**config.mk**
```make
export PLATFORM = sky130hd
export DESIGN_NAME = mix_columns_iter
export DESIGN_NICKNAME = d
export VERILOG_FILES = /design/src/rtl/aes_pkg.sv /design/src/rtl/mix_single_column.sv /design/src/rtl/mix_columns_iter.sv
export SDC_FILE = /design/constraint.sdc
export NUM_CORES = 1
export LEC_CHECK = 0
export BUFFER_PORTS_ARGS = -buffer_cell sky130_fd_sc_hd__buf_2
export CAP_MARGIN = 20
export CORE_MARGIN = 5
export CORE_UTILIZATION = 45
export DETAILED_ROUTE_END_ITERATION = 10
export PLACE_DENSITY = 0.72
export SETUP_SLACK_MARGIN = 0.1
export SYNTH_ARGS = -nofsm -noshare
export SYNTH_HDL_FRONTEND = slang
export SYNTH_SLANG_ARGS = --single-unit
```
**constraint.sdc**
```tcl
create_clock -name clk -period 3.95 [get_ports clk]
set_input_delay 0.395 -clock clk [delete_from_list [all_inputs] [get_ports clk]]
set_output_delay 0.395 -clock clk [all_outputs]
set_load 0.02 [all_outputs]
```
**src/rtl/aes_pkg.sv**
```systemverilog
// Shared AES datapath types, the MixColumns FSM encoding and the GF(2^8) doubling helper.
package aes_pkg;

    typedef logic [127:0] state_t;
    typedef logic [31:0]  col_t;
    typedef logic [7:0]   byte_t;

    localparam byte_t AES_POLY = 8'h1B;

    typedef enum logic [1:0] {IDLE, BUSY, DONE} mc_state_e;

    // Multiply by x in GF(2^8) modulo x^8 + x^4 + x^3 + x + 1.
    function automatic byte_t xtime(input byte_t x);
        return {x[6:0], 1'b0} ^ (x[7] ? AES_POLY : 8'h00);
    endfunction

endpackage

```
**src/rtl/mix_single_column.sv**
```systemverilog
// Combinational AES MixColumns on one 32-bit column; row 0 is the most significant byte.
module mix_single_column
    import aes_pkg::*;
(
    input  col_t col_i,
    output col_t col_o
);

    byte_t a0, a1, a2, a3;
    byte_t x0, x1, x2, x3;

    assign {a0, a1, a2, a3} = col_i;

    assign x0 = xtime(a0);
    assign x1 = xtime(a1);
    assign x2 = xtime(a2);
    assign x3 = xtime(a3);

    // 3a = xtime(a) ^ a
    assign col_o[31:24] = x0 ^ (x1 ^ a1) ^ a2 ^ a3;
    assign col_o[23:16] = a0 ^ x1 ^ (x2 ^ a2) ^ a3;
    assign col_o[15:8]  = a0 ^ a1 ^ x2 ^ (x3 ^ a3);
    assign col_o[7:0]   = (x0 ^ a0) ^ a1 ^ a2 ^ x3;

endmodule

```
**src/rtl/mix_columns_iter.sv**
```systemverilog
// Iterative AES MixColumns: loads one state, mixes COLS_PER_CYCLE columns per clock, then
// holds the result until accepted. A per-block bypass skips the mix for the final round.
module mix_columns_iter
    import aes_pkg::*;
#(
    parameter int unsigned COLS_PER_CYCLE = 1
) (
    input  logic         clk,
    input  logic         rst_n,
    input  logic         in_valid,
    output logic         in_ready,
    input  logic [127:0] in_state,
    input  logic         in_bypass,
    output logic         out_valid,
    input  logic         out_ready,
    output logic [127:0] out_state
);

    if (COLS_PER_CYCLE != 1 && COLS_PER_CYCLE != 2 && COLS_PER_CYCLE != 4) begin : g_bad_cols
        $error("mix_columns_iter: COLS_PER_CYCLE must be 1, 2 or 4");
    end

    localparam logic [2:0] ColStep = 3'(COLS_PER_CYCLE);

    mc_state_e   state_q, state_d;
    logic [1:0]  col_cnt_q, col_cnt_d;
    state_t      work_q, work_d;
    logic        bypass_q, bypass_d;
    logic [2:0]  cnt_sum;

    col_t work_cols [4];
    col_t mix_in    [COLS_PER_CYCLE];
    col_t mix_out   [COLS_PER_CYCLE];

    for (genvar i = 0; i < 4; i++) begin : g_cols
        assign work_cols[i] = work_q[127 - 32*i -: 32];
    end

    // Mixer g always serves column col_cnt + g; the counter wraps mod 4.
    for (genvar g = 0; g < COLS_PER_CYCLE; g++) begin : g_mix
        logic [1:0] rd_idx;
        assign rd_idx    = col_cnt_q + 2'(g);
        assign mix_in[g] = work_cols[rd_idx];

        mix_single_column u_mix (
            .col_i (mix_in[g]),
            .col_o (mix_out[g])
        );
    end

    always_comb begin
        logic [1:0] wr_idx;
        state_d   = state_q;
        col_cnt_d = col_cnt_q;
        work_d    = work_q;
        bypass_d  = bypass_q;
        wr_idx    = 2'd0;
        cnt_sum   = {1'b0, col_cnt_q} + ColStep;

        unique case (state_q)
            IDLE: begin
                if (in_valid) begin
                    work_d    = in_state;
                    bypass_d  = in_bypass;
                    col_cnt_d = 2'd0;
                    state_d   = in_bypass ? DONE : BUSY;
                end
            end
            BUSY: begin
                if (!bypass_q) begin
                    for (int g = 0; g < int'(COLS_PER_CYCLE); g++) begin
                        wr_idx = col_cnt_q + 2'(g);
                        work_d[(3 - int'(wr_idx))*32 +: 32] = mix_out[g];
                    end
                end
                col_cnt_d = cnt_sum[1:0];
                if (cnt_sum == 3'd4) begin
                    state_d = DONE;
                end
            end
            DONE: begin
                if (out_ready) begin
                    state_d = IDLE;
                end
            end
            default: state_d = IDLE;
        endcase
    end

    always_ff @(posedge clk or negedge rst_n) begin
        if (!rst_n) begin
            state_q   <= IDLE;
            col_cnt_q <= 2'd0;
            work_q    <= '0;
            bypass_q  <= 1'b0;
        end else begin
            state_q   <= state_d;
            col_cnt_q <= col_cnt_d;
            work_q    <= work_d;
            bypass_q  <= bypass_d;
        end
    end

    assign in_ready  = (state_q == IDLE);
    assign out_valid = (state_q == DONE);
    assign out_state = work_q;

endmodule

```
==> results_dict.tcl <==
set metrics [dict create \
    end_kind "flip-flop" \
    syn_nets 877 \
    synth-main-ff-cell "dfrtp_1" \
    grt_max_degree 109 \
    fin_crit_ps 3030 \
    synth_area_leaders "dfrtp_1 41%, o221ai_1 13%, nand2_1 12%" \
    drt-wirelength-per-cell_um 23.1 \
    grt-ovfl-total 0 \
    cts_tree "done" \
    async_flop_share 1.00 \
    synthMuxAreaShare 0.0921 \
    yosysUniqueCellTypes 38 \
    drtIter0Drc 684 \
    die_w_um 145 \
    netlist.top_cell.by_area "dfrtp_1" \
    synth-edff-count 0 \
    vias_per_cell 6.08 \
    wl_met3_um 2600 \
    drv_slew 0 \
    synthesis.area_um2 8150 \
    ys_warn_count 0 \
    maxCapViolations 0 \
    status "finished clean" \
    grt_pass1_wl_um 42300 \
    antenna_cells 0 \
    track_usage 0.268 \
    max-clock-path-buffers 2 \
    antenna_found_initial 0 \
    netlist.area_leader.share 0.408 \
    synth-xor-area-share 0.167 \
    synth-simple-area-share 0.133 \
    ys_ff_latch 133 \
    routed_wl_um 28000 \
    die_height_um 145 \
    drcViolationCount 0 \
    cts_inserted_buffers 17 \
    cp.arrival_ps 3360 \
    cts-resized-gates 0 \
    drt-met1-wl_um 11400 \
    tightest_slew_ps 994 \
    postCtsSetupBuffers 0 \
    crit_fanout 21 \
    rsz0062_at_grt "no" \
    rows 49 \
    io_buffer_count 262 \
    hp-class "input pin to async pin" \
    start_kind "flip-flop" \
    crit_type "flip-flop to flip-flop" \
    clk_pin_slew_ps 60 \
    dieArea_um2 20900 \
    dp_hpwl_um 20200 \
    ant_nets 0 \
    initial_core_util 0.455 \
    cts.sinks 133 \
    layout.nets 1106 \
    core_area_um2 17900 \
    dr.pass1.iters 5 \
    yosys.area_share.adder 0.00614 \
    relSlewSlack 0.338 \
    fin_tns_setup_ps 0 \
    cts-hold-fix-buffers 0 \
    h-tree-depth 4 \
    clk_latency_ps 420 \
    gp_congestion 0.885 \
    drive_above_1_share 0.368 \
    finalSetupViolations 0 \
    first_global_vias 7316 \
    synth_compound_area_frac 0.150 \
    netlist_instances 740 \
    root_buffer "clkbuf_16" \
    period_share 0.768 \
    ys_seq_area_frac 0.408 \
    via_count 7359 \
    highest_layer "met4" \
    wl_met2_um 13300 \
    syn2layout_area_growth_pct 24.9 \
    syn_area_per_cell_um2 11.0 \
    synth_top_family_by_area "XOR/XNOR gates" \
    critPathRequiredTime_ps 4280 \
    final-hold-violation-count 0 \
    fmax_mhz 330 \
    clock_skew_ps 7.45 \
    io_pins 263 \
]
## per-layer routing
| metal | vias up | GRT usage |
|---|---|---|
| met5 | - | 0 |
| met4 | 0 | 0.0972 |
| met3 | 54 | 0.0486 |
| met2 | 455 | 0.420 |
| met1 | 3645 | 0.375 |
| li1 | 3205 | - |
## metrics by stage
step / util / area (µm²) / hold WS, ps / std cells / setup slack [ps]
floorplan: - / 8150 / 99.4 / 740 / 1580
global placement: 0.536 / 9590 / 485 / 1179 / 990
finish: 0.569 / 10200 / 95.7 / 1210 / 915
CTS: 0.569 / 10200 / 150 / 1210 / 908
global route: 0.569 / 10200 / 195 / 1210 / 768
detailed placement: 0.536 / 9590 / 495 / 1179 / 940
## flip-flops by register name (all words and copies together) (netlist names)
register / cells
bypass_q: 1
col_cnt_q: 2
out_state: 128
state_q: 2
## logic make-up after synthesis
logic type | Yosys count
xor+xnor | 76
mux | 33
flops | 133
simple gates | 278
compound gates | 140
buf+inv | 76
fa+ha+maj | 4
## Yosys cell counts, drive strengths merged, types with 3 or more instances
cell    instances
dfrtp         133
xor2           18
ha              4
xnor3          37
mux4           32
a21oi           4
a21o            4
nand2         261
nor2            3
nand3b          4
o221ai        128
xor3            6
xnor2          15
inv             5
buf            15
clkbuf         56
## cell type report
| class | count | area (µm²) |
|---|---|---|
| Fill cell | 1566 | 7720 |
| Multi-Input combinational cell | 531 | 4480 |
| Sequential cell | 133 | 3330 |
| Timing Repair Buffer | 281 | 1470 |
| Clock buffer | 22 | 484 |
| Tap cell | 229 | 287 |
| Clock inverter | 9 | 101 |
| Inverter | 5 | 18.8 |
## critical path, stage by stage (launching register included)
cell      delay [ps]
dfrtp_2          760
mux4_1           890
xor2_2           500
xnor3_1          570
o221ai_1         220
## placed cells by master, fill, tap and decap left out, drive strengths merged, types with 5 or more instances in the layout
cell,Yosys,routed
buf,15,281
nand2,261,261
dfrtp,133,133
o221ai,128,128
xnor3,37,37
mux4,32,32
clkbuf,56,22
xor2,18,18
xnor2,15,15
xor3,6,6
clkinv,0,6
inv,5,5
## worst paths after layout
check	startpoint	end	slack [ps]	depth (start not counted)
max	col_cnt_q[0]	out_state[76]	920	4
min in group clk	out_ready	state_q[1]	230	3
min reg2reg	out_state[93]	out_state[93]	510	2
max reg2reg	col_cnt_q[0]	out_state[76]	920	4
min	rst_n	bypass_q	100	1
max in group asynchronous	rst_n	out_state[15]	2900	2
Power is left out: the tool's default activity adds up to more than one toggle a clock period on the data nets, which glitch-free logic cannot reach.
